File: config.mk
export PLATFORM = sky130hd
export DESIGN_NAME = fetch_unit
export DESIGN_NICKNAME = d
export VERILOG_FILES = /design/src/rtl/fetch_pkg.sv /design/src/rtl/fetch_fifo.sv /design/src/rtl/fetch_unit.sv
export SDC_FILE = /design/constraint.sdc
export NUM_CORES = 1
export LEC_CHECK = 0
export ABC_AREA = 1
export ABC_CLOCK_PERIOD_IN_PS = 1500
export BUFFER_PORTS_ARGS = -buffer_cell sky130_fd_sc_hd__buf_2
export CORE_MARGIN = 5
export CORE_UTILIZATION = 43
export CTS_CLUSTER_DIAMETER = 100
export DETAILED_ROUTE_END_ITERATION = 12
export GPL_TIMING_DRIVEN = 0
export PLACE_DENSITY = 0.78
export SYNTH_ARGS = -nofsm -noshare
export SYNTH_HDL_FRONTEND = slang
export SYNTH_SLANG_ARGS = --single-unit
File: constraint.sdc
create_clock -name clk -period 1.5 [get_ports clk]
set_input_delay 0.15 -clock clk [delete_from_list [all_inputs] [get_ports clk]]
set_output_delay 0.15 -clock clk [all_outputs]
set_load 0.01 [all_outputs]
File: src/rtl/fetch_pkg.sv
// Shared types and constants for the instruction fetch stage.
package fetch_pkg;

  localparam int FETCH_FIFO_DEPTH = 2;
  localparam int FETCH_XLEN       = 32;
  localparam logic [FETCH_XLEN-1:0] FETCH_RESET_PC = '0;

  typedef enum logic [1:0] {
    IDLE  = 2'd0,
    REQ   = 2'd1,
    WAIT  = 2'd2,
    DRAIN = 2'd3
  } fetch_state_e;

  typedef struct packed {
    logic [FETCH_XLEN-1:0] instr;
    logic [FETCH_XLEN-1:0] pc;
  } fetch_entry_t;

endpackage

File: src/rtl/fetch_fifo.sv
// Small register FIFO between fetch and decode; clear wins over push and pop.
module fetch_fifo
  import fetch_pkg::*;
#(
  parameter type entry_t = fetch_entry_t,
  parameter int  DEPTH   = FETCH_FIFO_DEPTH,
  parameter int  CW      = $clog2(DEPTH + 1)
) (
  input  logic          clk,
  input  logic          rst_n,
  input  logic          clear_i,
  input  logic          push_i,
  input  entry_t        push_data_i,
  input  logic          pop_i,
  output entry_t        head_o,
  output logic [CW-1:0] count_o,
  output logic          empty_o
);

  localparam int PW = (DEPTH > 1) ? $clog2(DEPTH) : 1;

  logic [PW-1:0] rd_ptr_q, wr_ptr_q;
  logic [CW-1:0] count_q;
  entry_t        mem_q [DEPTH];
  logic          do_push, do_pop;

  function automatic logic [PW-1:0] ptr_inc(input logic [PW-1:0] p);
    return (p == PW'(DEPTH - 1)) ? '0 : p + PW'(1);
  endfunction

  assign do_pop  = pop_i && !clear_i && (count_q != '0);
  // A push into a full FIFO is only legal when the head leaves in the same cycle.
  assign do_push = push_i && !clear_i && ((count_q != CW'(DEPTH)) || do_pop);

  always_ff @(posedge clk or negedge rst_n) begin
    if (!rst_n) begin
      rd_ptr_q <= '0;
      wr_ptr_q <= '0;
      count_q  <= '0;
    end else if (clear_i) begin
      rd_ptr_q <= '0;
      wr_ptr_q <= '0;
      count_q  <= '0;
    end else begin
      if (do_push) wr_ptr_q <= ptr_inc(wr_ptr_q);
      if (do_pop)  rd_ptr_q <= ptr_inc(rd_ptr_q);
      case ({do_push, do_pop})
        2'b10:   count_q <= count_q + CW'(1);
        2'b01:   count_q <= count_q - CW'(1);
        default: count_q <= count_q;
      endcase
    end
  end

  always_ff @(posedge clk or negedge rst_n) begin
    if (!rst_n) begin
      for (int i = 0; i < DEPTH; i++) mem_q[i] <= '0;
    end else if (do_push) begin
      mem_q[wr_ptr_q] <= push_data_i;
    end
  end

  assign head_o  = mem_q[rd_ptr_q];
  assign count_o = count_q;
  assign empty_o = (count_q == '0);

endmodule

File: src/rtl/fetch_unit.sv
// Instruction fetch stage: owns the PC, issues word fetches, squashes on redirect.
// Optional counters enabled with `define FETCH_PERF_EN.
module fetch_unit
  import fetch_pkg::*;
#(
  parameter int               XLEN     = 32,
  parameter logic [XLEN-1:0]  RESET_PC = XLEN'(FETCH_RESET_PC)
) (
  input  logic            clk,
  input  logic            rst_n,
  input  logic            jump,
  input  logic [XLEN-1:0] next,
  input  logic            stall,
  output logic            imem_req,
  output logic [XLEN-1:0] imem_addr,
  input  logic            imem_ready,
  input  logic            imem_rvalid,
  input  logic [XLEN-1:0] imem_rdata,
  output logic            if_valid,
  output logic [XLEN-1:0] if_instr,
  output logic [XLEN-1:0] if_pc,
  output logic            flush
`ifdef FETCH_PERF_EN
  ,
  output logic [31:0]     perf_fetched,
  output logic [31:0]     perf_flushes
`endif
);

  localparam int CW = $clog2(FETCH_FIFO_DEPTH + 1);

  typedef struct packed {
    logic [XLEN-1:0] instr;
    logic [XLEN-1:0] pc;
  } entry_t;

  fetch_state_e    state_q, state_d;
  logic [XLEN-1:0] pc_q, pc_d;
  logic [XLEN-1:0] req_pc_q, req_pc_d;
  logic            outstanding_q, outstanding_d;

  logic            handshake, credit, push, pop, fifo_empty;
  logic [CW-1:0]   fifo_count;
  entry_t          push_entry, head;

  assign credit    = (int'(fifo_count) + int'(outstanding_q)) < FETCH_FIFO_DEPTH;
  assign imem_req  = (state_q == REQ) && credit;
  assign imem_addr = pc_q;
  assign handshake = imem_req && imem_ready;

  always_comb begin
    state_d       = state_q;
    pc_d          = pc_q;
    req_pc_d      = req_pc_q;
    outstanding_d = outstanding_q;
    push          = 1'b0;
    case (state_q)
      IDLE: state_d = REQ;
      REQ: begin
        if (handshake) begin
          outstanding_d = 1'b1;
          if (jump) begin
            state_d = DRAIN;
          end else begin
            req_pc_d = pc_q;
            pc_d     = pc_q + XLEN'(1);
            state_d  = WAIT;
          end
        end
      end
      WAIT: begin
        if (imem_rvalid) begin
          push          = !jump;
          outstanding_d = 1'b0;
          state_d       = REQ;
        end else if (jump) begin
          state_d = DRAIN;
        end
      end
      DRAIN: begin
        if (imem_rvalid) begin
          outstanding_d = 1'b0;
          state_d       = REQ;
        end
      end
      default: state_d = IDLE;
    endcase
    // A redirect overrides whatever PC the state logic chose, including the +1.
    if (jump) pc_d = next;
  end

  always_ff @(posedge clk or negedge rst_n) begin
    if (!rst_n) begin
      state_q       <= IDLE;
      pc_q          <= RESET_PC;
      req_pc_q      <= '0;
      outstanding_q <= 1'b0;
    end else begin
      state_q       <= state_d;
      pc_q          <= pc_d;
      req_pc_q      <= req_pc_d;
      outstanding_q <= outstanding_d;
    end
  end

  assign push_entry = '{instr: imem_rdata, pc: req_pc_q};
  assign pop        = if_valid && !stall;

  fetch_fifo #(
    .entry_t (entry_t),
    .DEPTH   (FETCH_FIFO_DEPTH),
    .CW      (CW)
  ) u_fifo (
    .clk         (clk),
    .rst_n       (rst_n),
    .clear_i     (jump),
    .push_i      (push),
    .push_data_i (push_entry),
    .pop_i       (pop),
    .head_o      (head),
    .count_o     (fifo_count),
    .empty_o     (fifo_empty)
  );

  assign if_valid = !fifo_empty && !jump;
  assign if_instr = head.instr;
  assign if_pc    = head.pc;
  assign flush    = jump;

`ifdef FETCH_PERF_EN
  logic [31:0] perf_fetched_q, perf_flushes_q;

  always_ff @(posedge clk or negedge rst_n) begin
    if (!rst_n) begin
      perf_fetched_q <= '0;
      perf_flushes_q <= '0;
    end else begin
      if (push) perf_fetched_q <= perf_fetched_q + 32'd1;
      if (jump) perf_flushes_q <= perf_flushes_q + 32'd1;
    end
  end

  assign perf_fetched = perf_fetched_q;
  assign perf_flushes = perf_flushes_q;
`endif

endmodule

==> results of run 1 <==
[registers in the layout (all words and copies together) (netlist names)]
signal and count:
req_pc_q 32, u_fifo.count_o 2, state_q 2, outstanding_q 1
imem_addr 32, u_fifo.mem_q 128, u_fifo.rd_ptr_q 1, u_fifo.wr_ptr_q 1
[layout by cell type, fill, tap and decap left out, types with 25 or more instances in the layout]
cell type      count
buf_2            145
o21ai_2          132
clkbuf_16         36
buf_6             54
o21ai_4           25
dlygate4sd3_1     47
nand2_2          102
dfrtp_1          193
nand2_1          216
nand2_4           81
inv_1            137
o21ai_1           45
nor2_4            26
nor2_1            32
buf_4             34
o21ai_0           39
[cells in the mapped netlist, types with 2 or more instances]
library cell and n:
nand2_1 378, xor2_1 5, o21ai_1 51, inv_2 5, nand4_1 12, nor2_1 59
dfrtp_1 199, buf_4 2, nand3_2 3, buf_2 16, nor3_1 5, inv_4 2
nor2_4 3, a21oi_1 18, ha_1 4, o211ai_1 7, xnor2_1 2, buf_6 14
buf_12 2, nand2_2 21, o21bai_1 3, clkbuf_1 24, o21ai_2 20, nor2_2 4
nand3_1 31, nand3b_1 9, buf_1 5, inv_1 141, o21ai_0 170, nand3_4 3
[critical path: cells and delay by family (launching register included)]
kind                   cells  cell delay [ns]
AOI/OAI and AO/OA          1             0.08
buffers and inverters      3             0.57
and+or+nand+nor            1             0.05
DFF                        1             0.52
[final timing paths]
check / slack, ns / depth (start not counted) / endpoint / from
min reg2reg: 0.49 / 2 / u_fifo.mem_q[52]$_DFFE_PN0P_ / u_fifo.mem_q[52]$_DFFE_PN0P_
max reg2reg: -0.31 / 9 / imem_addr[8]$_DFFE_PN0P_ / state_q[1]$_DFFE_PN0P_
max: -0.32 / 5 / if_pc[19] / u_fifo.rd_ptr_q$_DFFE_PN0P_
min: 0.008 / 4 / imem_addr[24]$_DFFE_PN0P_ / next[24]
max in group asynchronous: 0.32 / 3 / imem_addr[22]$_DFFE_PN0P_ / rst_n
min in group asynchronous: 0.25 / 2 / u_fifo.mem_q[105]$_DFFE_PN0P_ / rst_n
[logic make-up (layout without fill, tap and decap cells)]
kind of cell               count (synthesis)  in the layout  synth area share
and+or+nand+nor                          534            534            0.2335
buffers and inverters                    214            542            0.1004
xor gates and xnor gates                   7              7          0.006219
DFF                                      199            199            0.5051
AOI/OAI and AO/OA                        273            273            0.1496
adders and majority gates                  4              4          0.005077
[what timing repair did]
item,in CTS,in global routing
pin swaps,43,75
gates resized for setup,463,412
buffers inserted,43,19
gates cloned,25,13
endpoints found under the hold margin,173,0
setup endpoints to repair,260,276
hold buffers,47,0
[stage by stage]
step                cell area [um2]  total power, uW  setup TNS, ns  hold WS [ns]  cells
global route                  15900            25420         -54.02       0.02425   1844
CTS                           14380            21610         -30.17    0.00005304   1829
global placement              11070            14270        -659.39        0.3693   1683
detailed placement            11100            14550         -56.86        0.2235   1684
finish                        15900            24360         -40.73      0.007537   1844
floorplan                      9874            11810              0       -0.1456   1231
[layout make-up]
| type | count | share of cell area |
|---|---|---|
| inverters | 148 | 0.03635 |
| well taps | 285 | 0.02242 |
| clock buffers | 20 | 0.02872 |
| multi-input cells | 818 | 0.3635 |
| plain buffers | 58 | 0.04972 |
| flip-flops and latches | 199 | 0.3136 |
| repair buffers | 304 | 0.1776 |
| clock inverters | 12 | 0.008104 |
[routing by layer]
metal	up-vias	GRT usage
met1	4989	0.3137
met3	149	0.04312
met5	-	0
li1	4573	-
met2	633	0.4389
met4	0	0.09694
[power breakdown]
| group | total (uW) | leakage [uW] | switching, uW | internal (uW) |
|---|---|---|---|---|
| clock | 4710 | 0.000293 | 2260 | 2450 |
| sequential | 8710 | 0.00252 | 1640 | 7060 |
| combinational | 10900 | 0.00533 | 6020 | 4920 |
| total | 24400 | 0.00814 | 9920 | 14400 |
==> metrics, run 1 <==
average size of a mapped cell approximately 8 um2; total gr overflow 0; DRC errors left 0; DR iter-0 viols 877; Setup Viol. Count Final around 260; area occupied by multi-input gates 0.005781 mm2; CP cell instances clkbuf_16 > clkbuf_16 > nand2_4 > o21ai_2 > buf_2; flops & latches, synth a little under 200; Syn Inst Count 1231; Synth Cell Area 0.009858 mm2; synth warn 0; remaining antenna violation count 0; H-Tree Depth 4; clk_lat worst skew 0.44 ns; layout overhead on the synthesized area 61.32%; layout cells sized above 1 0.4913; via/cell ratio 5.610; final slew viol count 0; CTS tree yes; CP max FO 7; initial antenna violation count 0; WL per Instance 20.61 um; clock skew 0.02015 ns; clock slew at reported path FFs ~0.08 ns; violated checks negative setup slack; Post-synth EDFFs 0; fillcell total roughly 1400; top routing layer used met4; maximum clock frequency 549.1 MHz; largest stage delay on the critical path 0.52 ns; P per Cell Area 1532 mW/mm2; met3 wire len 2970 um; Clock Sinks between 150 and 200; Tcrit/Tclk final 1.214; metal2 WL just under 20000 um; GRT Total Usage 0.2520; clock buffer count from CTS 17; Clock Tree Buf Depth 2; clock root buffer clkbuf_16; FFs w/ async S/R, synth 1.000; Place WS -0.4033 ns; die width 161.4 um; Critical Path Slowest Stage Cell dfrtp_2; Setup crit start kind flop; die height 161.4 um; HP Class in2reg; measured slew at the worst slew-check pin 0.7156 ns; number of global-route vias before repair 10160; FF+latch area 0.004987 mm2; buffers added on ports approximately 170; crit path kind reg2out; Max VDD drop 0.8433 mV; Top cell by count, worst path clkbuf_16; area share of the largest cell type after synthesis 0.5051; Max-Cap Viols 0; die area 0.02605 mm2; core area 0.02264 mm2; Vias between 10000 and 15000; largest net degree at the start of global routing 105; detailed-router iteration count before antenna repair 7; register area share after synthesis 0.5051; antenna cells 0; Ports 169; outcome finished, violations left; nets 1620; first-pass GRT wire length 52810 um; Worst Setup End Kind output pin; top cell type by total area after synthesis dfrtp_1; Final min period 1.821 ns; Yosys cell types 43; row count 55; Leakage about 0.0081 uW; DRT met1 WL approximately 14000 um; top cells by area, synth dfrtp_1 51%, nand2_1 14%, o21ai_0 8.6%, inv_1 5.4%, o21ai_1 2.6%; post-route setup slack -0.3212 ns; RSZ-0062 raised after global routing yes; drt total wl 38010 um; syn_nets 1305; relative slew slack 0.5229; Final Hold Vio Count 0; post-detail-place hpwl between 20000 and 25000 um; CP required 1.35 ns; Top FF cell, synth dfrtp_1; final core utilization 0.7024; Worst EP arrival approximately 1.7 ns; Final Wtd Congestion 0.8745; Initial Util 0.4354
(Power assumes the default switching activity.)
==> run 2, diff against run 1 <==
--- a/config.mk
+++ b/config.mk
@@ -13,7 +13,7 @@
 export CTS_CLUSTER_DIAMETER = 100
 export DETAILED_ROUTE_END_ITERATION = 12
 export GPL_TIMING_DRIVEN = 0
-export PLACE_DENSITY = 0.78
+export PLACE_DENSITY_LB_ADDON = 0.08
 export SYNTH_ARGS = -nofsm -noshare
 export SYNTH_HDL_FRONTEND = slang
 export SYNTH_SLANG_ARGS = --single-unit
==> run 2 against run 1 <==
  * The run still ends with negative setup slack left
  * Combinational power down 10%
  * Register-to-register slack better by 0.09 ns
  * Die area unchanged
  * Sequential power down 3.6%
  * Total power down 6.2%
  * First-iteration DRC count down 34%
  * Clock skew down 0.010 ns
==> metrics, run 2 (synthesis gave the netlist of run 1 again) <==
clock skew 0.01009 ns (was 0.02015 ns); post-detail-place hpwl 20190 um (was 20160 um); largest net degree at the start of global routing 101 (was 105); initial antenna violation count 0 (unchanged); clk_lat worst skew 0.44 ns (about the same); via/cell ratio 5.056 (was 5.610); Leakage 0.007870 uW (was 0.008143 uW); Max-Cap Viols 0 (unchanged); RSZ-0062 raised after global routing yes (unchanged); Hold Crit Start next[25] (was next[24]); detailed-router iteration count before antenna repair 4 (was 7); Largest register FFs 128 (unchanged); met3 Track Usage GR 0.03623 (was 0.04312); Top cell by count, worst path clkbuf_16 (unchanged); row count 55 (unchanged); setup TNS -35.96 ns (was -40.73 ns); Tcrit/Tclk final 1.153 (was 1.214); hold depth 4 (unchanged); CP required 1.35 ns (about the same); final core utilization 0.6856 (was 0.7024); H-Tree Depth 4 (unchanged); relative slew slack 0.5870 (was 0.5229); post-route setup slack -0.2302 ns (was -0.3212 ns); total power 22840 uW (was 24360 uW); most common cell after layout, fill and taps aside nand2_1 (unchanged); outcome finished, violations left (unchanged); Initial Util 0.4354 (unchanged); largest register by flop count u_fifo.mem_q (unchanged); P per Cell Area 1471 mW/mm2 (was 1532 mW/mm2); CTS tree yes (unchanged); remaining antenna violation count 0 (unchanged); reg2reg start state_q[0]$_DFFE_PN0P_ (was state_q[1]$_DFFE_PN0P_); busiest grt layer met2 (unchanged); placed inst area 0.01110 mm2 (unchanged); family with the most delay on the worst path buffers and inverters (unchanged); maximum clock frequency 578.0 MHz (was 549.1 MHz); core area 0.02264 mm2 (unchanged); first-pass GRT wire length 47200 um (was 52810 um); drt total wl 32780 um (was 38010 um); Vias 9324 (was 10340); GRT Total Usage 0.2259 (was 0.2520); DRC errors left 0 (unchanged); clock slew at reported path FFs 0.08 ns (about the same); FF-to-FF path depth 9 (unchanged); final slew viol count 0 (unchanged); Buf/Inv on CP 3 (unchanged); CP cell instances clkbuf_16 > clkbuf_16 > o21ai_1 > buf_2 (was clkbuf_16 > clkbuf_16 > nand2_4 > o21ai_2 > buf_2); HP Class in2reg (unchanged); Worst Setup End Kind output pin (unchanged); Final Hold Vio Count 0 (unchanged); total gr overflow 0 (unchanged); Clock Sinks 199 (unchanged); die height 161.4 um (unchanged); clock buffer count from CTS 17 (unchanged); most frequent cells in the layout 206 x nand2_1, 196 x dfrtp_1, 157 x buf_2 (was 216 x nand2_1, 193 x dfrtp_1, 145 x buf_2); number of global-route vias before repair 8706 (was 10160); WL per Instance 17.77 um (was 20.61 um); die width 161.4 um (unchanged); largest stage delay on the critical path 0.50 ns (was 0.52 ns); measured slew at the worst slew-check pin 0.6195 ns (was 0.7156 ns); layout cells sized above 1 0.4657 (was 0.4913); layout overhead on the synthesized area 57.46% (was 61.32%); CP max FO 7 (unchanged); Worst EP arrival 1.58 ns (was 1.67 ns); Setup crit start kind flop (unchanged); die area 0.02605 mm2 (unchanged); met1 GRT Util 0.3206 (was 0.3137); Worst Hold End imem_addr[25]$_DFFE_PN0P_ (was imem_addr[24]$_DFFE_PN0P_); Max VDD drop 0.6572 mV (was 0.8433 mV); Final min period 1.730 ns (was 1.821 ns); Place WS -0.5184 ns (was -0.4033 ns); Setup Viol. Count Final 259 (was 261); crit path kind reg2out (unchanged); buffers added on ports 167 (unchanged); Final Instance Area 0.01552 mm2 (was 0.01590 mm2); GRT met2 Usage 0.3701 (was 0.4389); antenna cells 0 (unchanged); Clock Tree Buf Depth 2 (unchanged); nets 1620 (unchanged); violated checks negative setup slack (unchanged); RR Endpoint imem_addr[18]$_DFFE_PN0P_ (was imem_addr[8]$_DFFE_PN0P_); reg-to-reg setup timing slack -0.22 ns (was -0.31 ns); clock root buffer clkbuf_16 (unchanged); Critical Path Slowest Stage Cell dfrtp_2 (unchanged); Ports 169 (unchanged); DR iter-0 viols 578 (was 877); Final Wtd Congestion 0.7995 (was 0.8745)
-- run 2: changes by cell type in the layout (fill, tap and decap cells not counted), moves of 8 or more --
cell	previous run	this run
o21ai_2	132	107
nand2_2	102	135
nand2_4	81	58
buf_2	145	157
nor2_1	32	40
nand2_1	216	206
o21ai_4	25	14
buf_6	54	31
o21ai_1	45	83
clkbuf_16	36	51
-- run 2: repair_timing --
| action | 4_1_cts | 5_1_grt |
|---|---|---|
| setup buffers | 23 | 19 |
| endpoints found under the setup margin | 261 | 349 |
| cloned | 9 | 28 |
| pin swaps | 34 | 46 |
| endpoints found under the hold margin | 180 | 0 |
| hold buffers | 50 | 0 |
| gates resized for setup | 273 | 484 |
-- run 2: worst min-delay path, delay by kind of cell --
family          cells  cell delay, ns
buf+inv             1            0.08
simple gates        2            0.14
compound gates      1            0.05
-- run 2: worst max-delay path by stage --
| stage | from | end | slack (ns) | depth (start not counted) |
|---|---|---|---|---|
| 3_3_place_gp | rst_n | imem_addr[1]$_DFFE_PN0P_ | -3.65 | 1 |
| 5_1_grt | u_fifo.rd_ptr_q$_DFFE_PN0P_ | if_instr[18] | -0.30 | 5 |
| 4_1_cts | u_fifo.rd_ptr_q$_DFFE_PN0P_ | if_pc[6] | -0.21 | 4 |
| 2_1_floorplan | state_q[1]$_DFFE_PN0P_ | imem_addr[26]$_DFFE_PN0P_ | 0.001 | 9 |
| 3_5_place_dp | state_q[1]$_DFFE_PN0P_ | imem_addr[26]$_DFFE_PN0P_ | -0.52 | 9 |
| 6_report | u_fifo.rd_ptr_q$_DFFE_PN0P_ | if_pc[0] | -0.23 | 4 |
-- run 2: report_power, final --
group,internal (uW),switching [uW]
Sequential,7060,1350
Combinational,4530,5290
Clock,2390,2230
Total,14000,8860
-- run 2: final cells by class --
| type | count | area [um2] |
|---|---|---|
| flip-flops and latches | 199 | 4984 |
| multi-input cells | 818 | 5376 |
| plain buffers | 65 | 962.2 |
| repair buffers | 297 | 2686 |
| inverters | 148 | 578.1 |
| fillers | 1788 | 7118 |
| well taps | 285 | 356.6 |
| clock inverters | 14 | 140.1 |
| clock buffers | 18 | 439.2 |
-- run 2: through the flow --
stage | cells | hold slack [ns]
3_5_place_dp | 1684 | 0.2613
2_1_floorplan | 1231 | -0.1456
3_3_place_gp | 1683 | 0.3687
4_1_cts | 1798 | 0.001264
5_1_grt | 1844 | 0.02998
6_report | 1844 | 0.01298
-- run 2: metal layers --
layer | wire length (um) | share of wire
met1 | 14070 | 0.43
met2 | 16880 | 0.51
met3 | 1497 | 0.046
met4 | 329 | 0.010
met5 | 0 | 0
